`src/rtl/regfile_wr_arbiter_pkg.sv`:
```
// Shared definitions for the register-bank write arbiter: default sizes,
// FSM state encoding and the hardwired-zero register address.
package regfile_wr_arbiter_pkg;

  localparam int DEF_NREQ = 4;
  localparam int DEF_AW   = 5;
  localparam int DEF_DW   = 32;

  localparam int REG_ZERO_ADDR = 0;

  typedef enum logic {
    ST_INIT = 1'b0,
    ST_RUN  = 1'b1
  } state_e;

  // Width of a round-robin pointer able to index n requesters.
  function automatic int ptr_width(input int n);
    return (n < 2) ? 1 : $clog2(n);
  endfunction

endpackage

```
`src/rtl/regfile_wr_arbiter_if.sv`:
```
// Requester-side bundle plus the registered register-bank write port.
interface regfile_wr_arbiter_if
  import regfile_wr_arbiter_pkg::*;
#(
  parameter int NREQ = DEF_NREQ,
  parameter int AW   = DEF_AW,
  parameter int DW   = DEF_DW
) ();

  logic [NREQ-1:0]    req;
  logic [NREQ*AW-1:0] req_addr;
  logic [NREQ*DW-1:0] req_data;
  logic [NREQ-1:0]    gnt;
  logic               wr_en;
  logic [AW-1:0]      wr_addr;
  logic [DW-1:0]      wr_data;
  logic               busy;

  modport master (
    output req, req_addr, req_data,
    input  gnt, wr_en, wr_addr, wr_data, busy
  );

  modport slave (
    input  req, req_addr, req_data,
    output gnt, wr_en, wr_addr, wr_data, busy
  );

endinterface

```
`src/rtl/regfile_wr_arbiter_rr_pick.sv`:
```
// Combinational round-robin picker: rotate req so ptr sits at bit 0,
// take the lowest set bit, then rotate the winner back.
module rr_pick #(
  parameter int NREQ = 4,
  parameter int PW   = 2
) (
  input  logic [NREQ-1:0] req,
  input  logic [PW-1:0]   ptr,
  output logic [NREQ-1:0] gnt,
  output logic [PW-1:0]   idx,
  output logic            valid
);

  localparam int JW = PW + 1;

  logic [NREQ-1:0] rot;
  logic [PW-1:0]   off;
  logic [JW-1:0]   j;
  logic [JW-1:0]   u;

  always_comb begin
    rot   = '0;
    off   = '0;
    valid = 1'b0;
    j     = '0;
    u     = '0;
    idx   = '0;
    gnt   = '0;
    for (int k = 0; k < NREQ; k++) begin
      j = JW'(ptr) + JW'(k);
      if (j >= JW'(NREQ)) begin
        j = j - JW'(NREQ);
      end
      rot[k] = req[j[PW-1:0]];
    end
    // Scanning downward leaves the lowest set bit as the final winner.
    for (int k = NREQ - 1; k >= 0; k--) begin
      if (rot[k]) begin
        off   = PW'(k);
        valid = 1'b1;
      end
    end
    u = JW'(off) + JW'(ptr);
    if (u >= JW'(NREQ)) begin
      u = u - JW'(NREQ);
    end
    idx = u[PW-1:0];
    if (valid) begin
      gnt[idx] = 1'b1;
    end
  end

endmodule

```
`src/rtl/regfile_wr_arbiter.sv`:
```
// Register-bank write-port arbiter: zero-fills every register after reset,
// then grants one writeback source per cycle in round-robin order.
module regfile_wr_arbiter
  import regfile_wr_arbiter_pkg::*;
#(
  parameter int NREQ = DEF_NREQ,
  parameter int AW   = DEF_AW,
  parameter int DW   = DEF_DW
) (
  input  logic           clk,
  input  logic           clr,
  regfile_wr_arbiter_if.slave bus
);

  localparam int PW = ptr_width(NREQ);

  logic [AW-1:0] addr_arr [NREQ];
  logic [DW-1:0] data_arr [NREQ];

  for (genvar gi = 0; gi < NREQ; gi++) begin : g_unpack
    assign addr_arr[gi] = bus.req_addr[gi*AW +: AW];
    assign data_arr[gi] = bus.req_data[gi*DW +: DW];
  end

  state_e        state_q, state_d;
  logic [AW-1:0] cnt_q, cnt_d;
  logic [PW-1:0] ptr_q, ptr_d;
  logic          wr_en_q, wr_en_d;
  logic [AW-1:0] wr_addr_q, wr_addr_d;
  logic [DW-1:0] wr_data_q, wr_data_d;

  logic [NREQ-1:0] pick_gnt;
  logic [PW-1:0]   pick_idx;
  logic            pick_valid;
  logic            grant_ok;
  logic [AW-1:0]   sel_addr;
  logic [DW-1:0]   sel_data;

  rr_pick #(
    .NREQ (NREQ),
    .PW   (PW)
  ) u_pick (
    .req   (bus.req),
    .ptr   (ptr_q),
    .gnt   (pick_gnt),
    .idx   (pick_idx),
    .valid (pick_valid)
  );

  // Grants are suppressed during reset and for the whole init sweep.
  assign grant_ok = (state_q == ST_RUN) && !clr;
  assign bus.gnt  = grant_ok ? pick_gnt : '0;
  assign bus.busy = clr || (state_q == ST_INIT);
  assign sel_addr = addr_arr[pick_idx];
  assign sel_data = data_arr[pick_idx];

  always_comb begin
    state_d   = state_q;
    cnt_d     = cnt_q;
    ptr_d     = ptr_q;
    wr_en_d   = 1'b0;
    wr_addr_d = wr_addr_q;
    wr_data_d = wr_data_q;
    case (state_q)
      ST_INIT: begin
        wr_en_d   = 1'b1;
        wr_addr_d = cnt_q;
        wr_data_d = '0;
        cnt_d     = cnt_q + 1'b1;
        if (cnt_q == {AW{1'b1}}) begin
          state_d = ST_RUN;
        end
      end
      ST_RUN: begin
        if (pick_valid) begin
          // A write to the hardwired-zero register is consumed but never reaches the bank.
          wr_en_d   = (sel_addr != AW'(REG_ZERO_ADDR));
          wr_addr_d = sel_addr;
          wr_data_d = sel_data;
          ptr_d     = (pick_idx == PW'(NREQ - 1)) ? '0 : pick_idx + 1'b1;
        end
      end
      default: state_d = ST_INIT;
    endcase
  end

  always_ff @(posedge clk) begin
    if (clr) begin
      state_q   <= ST_INIT;
      cnt_q     <= '0;
      ptr_q     <= '0;
      wr_en_q   <= 1'b0;
      wr_addr_q <= '0;
      wr_data_q <= '0;
    end else begin
      state_q   <= state_d;
      cnt_q     <= cnt_d;
      ptr_q     <= ptr_d;
      wr_en_q   <= wr_en_d;
      wr_addr_q <= wr_addr_d;
      wr_data_q <= wr_data_d;
    end
  end

  assign bus.wr_en   = wr_en_q;
  assign bus.wr_addr = wr_addr_q;
  assign bus.wr_data = wr_data_q;

endmodule
```
`src/flat_wrapper.sv`:
```
// flat-port wrapper written by rule: the top's interface ports become plain ports
module regfile_wr_arbiter_flat import regfile_wr_arbiter_pkg::*;
#(
  parameter int NREQ = DEF_NREQ,
  parameter int AW   = DEF_AW,
  parameter int DW   = DEF_DW
)
  (clk, clr, bus_req, bus_req_addr, bus_req_data, bus_gnt, bus_wr_en, bus_wr_addr, bus_wr_data, bus_busy);
  regfile_wr_arbiter_if #(.NREQ(NREQ), .AW(AW), .DW(DW)) bus_i ();
  input  logic clk;
  input  logic clr;
  input wire logic [$bits(bus_i.req)-1:0] bus_req;
  input wire logic [$bits(bus_i.req_addr)-1:0] bus_req_addr;
  input wire logic [$bits(bus_i.req_data)-1:0] bus_req_data;
  output wire logic [$bits(bus_i.gnt)-1:0] bus_gnt;
  output wire logic [$bits(bus_i.wr_en)-1:0] bus_wr_en;
  output wire logic [$bits(bus_i.wr_addr)-1:0] bus_wr_addr;
  output wire logic [$bits(bus_i.wr_data)-1:0] bus_wr_data;
  output wire logic [$bits(bus_i.busy)-1:0] bus_busy;
  assign bus_i.req = bus_req;
  assign bus_i.req_addr = bus_req_addr;
  assign bus_i.req_data = bus_req_data;
  assign bus_gnt = bus_i.gnt;
  assign bus_wr_en = bus_i.wr_en;
  assign bus_wr_addr = bus_i.wr_addr;
  assign bus_wr_data = bus_i.wr_data;
  assign bus_busy = bus_i.busy;
  regfile_wr_arbiter #(.NREQ(NREQ), .AW(AW), .DW(DW)) u_core (.clk(clk), .clr(clr), .bus(bus_i));
endmodule
```
`config.mk`:
```
export PLATFORM = sky130hd
export DESIGN_NAME = regfile_wr_arbiter_flat
export DESIGN_NICKNAME = d
export VERILOG_FILES = /design/src/rtl/regfile_wr_arbiter_pkg.sv /design/src/rtl/regfile_wr_arbiter_if.sv /design/src/rtl/regfile_wr_arbiter_rr_pick.sv /design/src/rtl/regfile_wr_arbiter.sv /design/src/flat_wrapper.sv
export SDC_FILE = /design/constraint.sdc
export NUM_CORES = 1
export LEC_CHECK = 0
export ABC_AREA = 1
export CAP_MARGIN = 30
export CORE_MARGIN = 8
export CORE_UTILIZATION = 34
export DETAILED_ROUTE_END_ITERATION = 16
export PLACE_DENSITY = 0.87
export SYNTH_ARGS = -nofsm -noshare
export SYNTH_HDL_FRONTEND = slang
export SYNTH_SLANG_ARGS = --single-unit
export TNS_END_PERCENT = 20
```
`constraint.sdc`:
```
create_clock -name clk -period 2.75 [get_ports clk]
set_input_delay 0.55 -clock clk [delete_from_list [all_inputs] [get_ports clk]]
set_output_delay 0.55 -clock clk [all_outputs]
set_load 0.01 [all_outputs]
```
==> results of run 1 <==
-- cell families (layout without fill, tap and decap cells) --
kind of cell / count (synthesis) / count (layout) / synth area share [%]
DFF: 46 / 46 / 29.0
and+or+nand+nor: 388 / 389 / 51.4
adders and majority gates: 7 / 7 / 2.76
AOI/OAI and AO/OA: 49 / 49 / 7.95
buffers and inverters: 57 / 262 / 8.66
xor gates and xnor gates: 1 / 1 / 0.276
-- routing by layer --
metal / vias up / part of all wire (%) / track usage (%) / routed length [um]
met3: 42 / 9.4 / 7.14 / 1250
li1: 2174 / - / - / -
met2: 209 / 50 / 34.3 / 6630
met5: - / 0 / 0 / 0
met4: 0 / 3.5 / 8.00 / 469
met1: 1990 / 37 / 18.7 / 4940
-- worst max-delay path: cells and delay by family (launching register included) --
family | cells | cell delay [ps]
fa+ha+maj | 2 | 350
flops | 1 | 430
buf+inv | 5 | 440
xor+xnor | 1 | 150
simple gates | 9 | 650
compound gates | 1 | 130
-- placed cells by master (no fill, tap or decap), drive strengths merged --
cell           netlist  final
xor2                 1      1
ha                   7      7
clkbuf              22      8
nand3              106    106
a211oi               1      1
dfxtp               46     46
nor2                17     18
o21ai                5      5
inv                 20     21
nand2              259    259
bufinv               0      2
a21oi               39     39
nor3                 6      6
buf                 15     42
clkdlybuf4s50        0    188
a31oi                4      4
clkdlybuf4s15        0      1
-- flip-flops by register name (all words and copies together) (netlist names) --
name,flops
u_core.bus.wr_data,32
u_core.ptr_q,2
u_core.cnt_q,5
u_core.state_q,1
u_core.bus.wr_addr,5
u_core.bus.wr_en,1
-- layout make-up --
cell class | instances | share of cell area, %
clock buffer | 6 | 1.46
inverter | 20 | 1.50
timing repair inverter | 1 | 0.154
timing repair buffer | 233 | 39.6
multi-input combinational | 446 | 37.4
clock inverter | 2 | 1.06
tap | 111 | 2.45
sequential | 46 | 16.3
-- timing repair --
action,4_1_cts,5_1_grt
gates cloned,1,1
setup buffers,6,8
endpoints found under the hold margin,0,0
setup endpoints to repair,4,44
gates resized for setup,39,41
pin swaps,14,22
-- power by group --
group	leakage [nW]	internal, mW	switching [mW]	total, mW
logic	1.90	0.293	0.219	0.512
clock network	0.0714	0.388	0.227	0.615
registers	0.373	0.671	0.00482	0.676
-- final timing paths --
check | from | endpoint | slack (ps) | cells after the start
worst min-delay path | u_core.bus.wr_data[20] | u_core.bus.wr_data[20] | 470 | 2
worst max-delay path | u_core.ptr_q[0] | bus_gnt[1] | -250 | 18
worst max register to register | u_core.ptr_q[0] | u_core.bus.wr_en | 100 | 22
worst min register to register | u_core.bus.wr_data[20] | u_core.bus.wr_data[20] | 470 | 2
==> summary.md, run 1 <==
| Metric | Value |
|---|---|
| Leak | `around 2.3 nW` |
| Outcome | `finished, violations left` |
| Failing checks | `negative setup slack` |
| Tmin final | `~3000 ps` |
| CTS H-tree lvls | `2` |
| Max incr delay on CP | `430 ps` |
| Total grt overflow | `0` |
| Actual slew at the worst max-slew pin | `just over 600 ps` |
| Worst VDD drop | `0.000288 V` |
| Fillers | `776` |
| Fin. max-slew vios | `0` |
| Yosys warning total | `0` |
| Clk_lat worst skew | `290 ps` |
| Seq/Total Area, Yosys | `between 20 and 30%` |
| DR WL/cell | `15.4 um` |
| WHS | `467 ps` |
| Crit path max-delay cell type | `dfxtp_4` |
| Worst setup SP type | `flop` |
| WL final | `13300 um` |
| Syn Nets | `between 700 and 800` |
| Num ports | `about 200` |
| Antenna diodes | `0` |
| Chip width | `roughly 110 um` |
| Fin Setup TNS | `-957 ps` |
| Die ar. | `between 0.01 and 0.015 mm2` |
| Ratio of cells with drive above 1 in the final layout | `13.5%` |
| Area of the multi-input gates | `around 0.0021 mm2` |
| Synthesized area per cell | `slightly below 6 um2` |
| First-pass GRT wire length | `19900 um` |
| Cell row count | `35` |
| Drc violations | `0` |
| Worst path required time | `between 2000 and 2500 ps` |
| CP Cell Sequence | `buf_6 -> nand2_2 -> nand2_2 -> nand2_2 -> nand2_2 -> inv_2 -> a21oi_2 -> nor2_1 -> ha_2 -> xor2_2 -> inv_1 -> nand3_2 -> nand2_4 -> inv_4 -> ha_1 -> nand2_1 -> nor2_2 -> buf_6` |
| GR Util All Layers | `a little under a fifth` |
| Fin. Hold Viols | `0` |
| Placed cells | `approximately 840` |
| RSZ-0062 raised after global routing | `true` |
| Nets | `slightly above 900` |
| Area grow syn2layout | `78.4%` |
| Synth Instances | `between 500 and 600` |
| Clk slew on worst S/H paths | `approximately 90 ps` |
| Final setup violation count | `4` |
| EDFF count, synth | `0` |
| CP Class | `reg -> out` |
| Max-cap violations | `0` |
| Crit path DAT | `~2500 ps` |
| Count of cell types in the netlist | `23` |
| Detail Placement HPWL | `around 10000 um` |
| Largest net degree at the start of global routing | `42` |
| Core Box Area | `about 0.009 mm2` |
| Final Cell Area | `~0.0057 mm2` |
| Post-synth top cells | `nand2_1 (256), nand3_1 (105), dfxtp_1 (46)` |
| Die Y | `113 um` |
| Root buf cell | `clkbuf_8` |
| Cell Count, Final, Fillers Out | `slightly below 900` |
| Total CTS buffers | `5` |
| Initial Util | `34.7%` |
| Most common cell in the netlist | `nand2_1` |
| Cts hold-fix bufs | `0` |
| Async set-reset flop share out of synthesis | `0%` |
| Power density over the cells | `between 300 and 400 mW/mm2` |
| Final period utilization | `109%` |
| Top cell type's share of synthesized area | `between 30% and 40%` |
| CTS tree | `yes` |
| Gpl congestion | `~0.9` |
| Max_slew headroom | `59.5%` |
| Number of global-route vias before repair | `4422` |
| Area after DPL | `roughly 0.0053 mm2` |
| Critical path peak fanout | `6` |
| Post-place setup slack | `-990 ps` |
| DRT Pass-1 Iters | `5` |
| Number of synthesized register bits | `46` |
| Number of port buffers | `slightly below 200` |
| Final Core Density | `61.9%` |
| Hold crit path type | `reg -> reg` |
| CP Capture Type | `output pin` |
| Routed vias | `roughly 4400` |
| Post-synth top flop | `dfxtp_1` |
| Yosys top cell by area | `nand2_1` |
| Fmax | `between 300 and 400 MHz` |
| Netlist Area Pre-Place | `0.00318 mm2` |
| Worst clock skew | `0.777 ps` |
| # clock sinks | `46` |
| Main area contributors after synthesis | `nand2_1 (30%), dfxtp_1 (29%), nand3_1 (17%), a21oi_1 (6.1%), ha_1 (2.8%)` |
| Longest Clk Path Bufs | `2` |
| Initial antenna violation count | `0` |
| Reg area | `~930 um2` |
| Total Power | `between 1.5 and 2 mW` |
| Detailed Route Iter0 Violations | `244` |
| CP most frequent cell | `nand2_2` |
| Detail Route Antenna Nets | `0` |
| Via density | `between 5 and 6` |
| Setup ws final | `-251 ps` |
(Power assumes the default switching activity.)
==> inputs of run 2 (changes only) <==
Settings changed: CORE_ASPECT_RATIO from default to 0.75.
==> summary.md, run 2 (same netlist as run 1, synthesis figures left out) <==
| Metric | Value |
|---|---|
| Detailed Route Iter0 Violations | `260 (+6.6%)` |
| Hold crit path type | `reg -> reg` |
| Num ports | `197 (unchanged)` |
| Via density | `4.90 (-3.9%)` |
| Cell Count, Final, Fillers Out | `882 (+2.0%)` |
| Final period utilization | `110% (+1.1 points)` |
| Initial antenna violation count | `0 (unchanged)` |
| Antenna diodes | `0 (unchanged)` |
| Number of port buffers | `196 (unchanged)` |
| Max incr delay on CP | `430 ps (about the same)` |
| Area of the multi-input gates | `0.00213 mm2 (+0.35%)` |
| GR Util All Layers | `20.3% (+1.4 points)` |
| CTS H-tree lvls | `2 (unchanged)` |
| Area grow syn2layout | `79.6%` |
| Largest net degree at the start of global routing | `75 (+79%)` |
| Fmax | `330 MHz (-0.96%)` |
| CP Cell Sequence | `clkinv_8 -> buf_8 -> nand2_4 -> nand2_2 -> nand2_2 -> nand2_2 -> a21oi_2 -> nor2_1 -> ha_2 -> xor2_2 -> buf_4 -> nand2_4 -> nand2_4 -> inv_6 -> ha_4 -> nand2_2 -> nor2_2 -> buf_2` |
| Worst path required time | `2200 ps (about the same)` |
| Root buf cell | `clkbuf_16` |
| Final setup violation count | `44 (+40)` |
| Nets | `915 (+0.11%)` |
| DRT Pass-1 Iters | `5 (unchanged)` |
| Actual slew at the worst max-slew pin | `968 ps (+361 ps)` |
| Worst path buffer plus inverter count | `5 (unchanged)` |
| Critical path peak fanout | `6 (unchanged)` |
| Final Cell Area | `0.00571 mm2 (+0.71%)` |
| Final Core Density | `62.9% (+0.91 points)` |
| Detail Route Antenna Nets | `0 (unchanged)` |
| Clk slew on worst S/H paths | `60 ps (-30 ps)` |
| Core Box Area | `0.00908 mm2 (-0.75%)` |
| Tmin final | `3030 ps (+29.0 ps)` |
| Die ar. | `0.0127 mm2 (+0.25%)` |
| Worst VDD drop | `0.000257 V (-11%)` |
| Fin. max-slew vios | `0 (unchanged)` |
| Fin Setup TNS | `-5300 ps (-4340 ps)` |
| Leak | `2.35 nW (about the same)` |
| Worst Hold Launch | `u_core.bus.wr_data[17]` |
| Fillers | `810 (+4.4%)` |
| DR WL/cell | `15.4 um (+0.29%)` |
| Worst r2r src | `u_core.ptr_q[0]` |
| Largest register FFs | `32 (unchanged)` |
| Total CTS buffers | `5 (unchanged)` |
| Outcome | `finished, violations left` |
| Failing checks | `negative setup slack` |
| Reg area | `926 um2 (unchanged)` |
| Placed cells | `861 (+2.3%)` |
| Power density over the cells | `308 mW/mm2 (-3.0%)` |
| Post-place setup slack | `-1030 ps (-35.3 ps)` |
| CP Class | `reg -> out` |
| Routed vias | `4324 (-2.1%)` |
| Ratio of cells with drive above 1 in the final layout | `13.3% (-0.27 points)` |
| Chip width | `128 um (+13%)` |
| Number of global-route vias before repair | `4200 (-5.0%)` |
| Drc violations | `0 (unchanged)` |
| Crit path launch | `u_core.ptr_q[0]` |
| Clk_lat worst skew | `280 ps (about the same)` |
| CP most frequent cell | `nand2_2` |
| Worst clock skew | `4.10 ps (+3.32 ps)` |
| Gpl congestion | `0.907 (+3.4%)` |
| Total grt overflow | `0 (unchanged)` |
| CTS tree | `yes` |
| Crit path DAT | `2480 ps (+30 ps)` |
| # clock sinks | `46 (unchanged)` |
| Total Power | `1.76 mW (-2.3%)` |
| RSZ-0062 raised after global routing | `true` |
| First-pass GRT wire length | `21100 um (+6.0%)` |
| Longest Clk Path Bufs | `2 (unchanged)` |
| Cell row count | `30 (-14%)` |
| Most frequent cells in the layout | `nand2_1 (241), clkdlybuf4s50_1 (188), nand3_1 (104)` |
| Die Y | `99.7 um (-11%)` |
| Max_slew headroom | `35.3% (-24 points)` |
| Initial Util | `35.0% (+0.26 points)` |
| Commonest non-fill, non-tap cell in the layout | `nand2_1` |
| Area after DPL | `0.00534 mm2 (+0.68%)` |
| WL final | `13600 um (+2.3%)` |
| Crit path max-delay cell type | `dfxtp_4` |
| Max-cap violations | `0 (unchanged)` |
| CP top delay family | `buffers and inverters` |
| Cts hold-fix bufs | `0 (unchanged)` |
| Fin. Hold Viols | `0 (unchanged)` |
| Setup ws final | `-280 ps (-29.0 ps)` |
| Worst setup SP type | `flop` |
| CP Capture Type | `output pin` |
| WHS | `461 ps (-6.33 ps)` |
| Detail Placement HPWL | `10300 um (+1.1%)` |
## run 2: cell count changes in the layout (fill, tap and decap cells not counted), sizes merged, moves of 2 or more
cell,before,now
inv,21,19
buf,42,44
bufinv,2,0
clkdlybuf4s15,1,3
## run 2: where the power goes
part	leakage [nW]	switching, mW	internal [mW]
Clock	0.0629	0.239	0.332
Combinational	1.91	0.219	0.294
Sequential	0.373	0.00465	0.672
## run 2: final cells by class
type                    count  share of cell area, %
clock inverters             1                  0.131
well taps                 128                   2.81
flip-flops and latches     46                   16.2
inverters                  20                   1.62
multi-input cells         445                   37.3
repair buffers            236                   39.7
clock buffers               6                   2.26
## run 2: path summary, 6_finish.rpt
check                                end  slack, ps  cells past startpoint
hold reg to reg   u_core.bus.wr_data[17]        460                      2
setup reg to reg         u_core.ptr_q[0]       -210                     16
setup / recovery              bus_gnt[0]       -280                     18
hold / removal    u_core.bus.wr_data[17]        460                      2
## run 2: what timing repair did
| action | in CTS | in global routing |
|---|---|---|
| pin swaps | 18 | 7 |
| gates resized for setup | 59 | 18 |
| setup endpoints to repair | 42 | 44 |
| buffers inserted | 14 | 1 |
## run 2: routing by layer
layer  global-route usage [%]  wire length (um)
met5                        0                 0
met4                     5.19               182
met2                     34.3              6540
met1                     24.3              5590
met3                     6.31              1280
## run 2: worst reg2reg max path, stage by stage (launching register included)
cell      delay, ps
dfxtp_4         430
clkinv_8         90
nand2_2          60
nand2_2          70
nand2_2          80
nand2_2          60
buf_4           130
buf_4           120
buf_4           120
buf_4           120
nand2_1         110
buf_4           130
nor3_2           50
buf_4           140
nor2_4          720
inv_2           160
a211oi_1        280
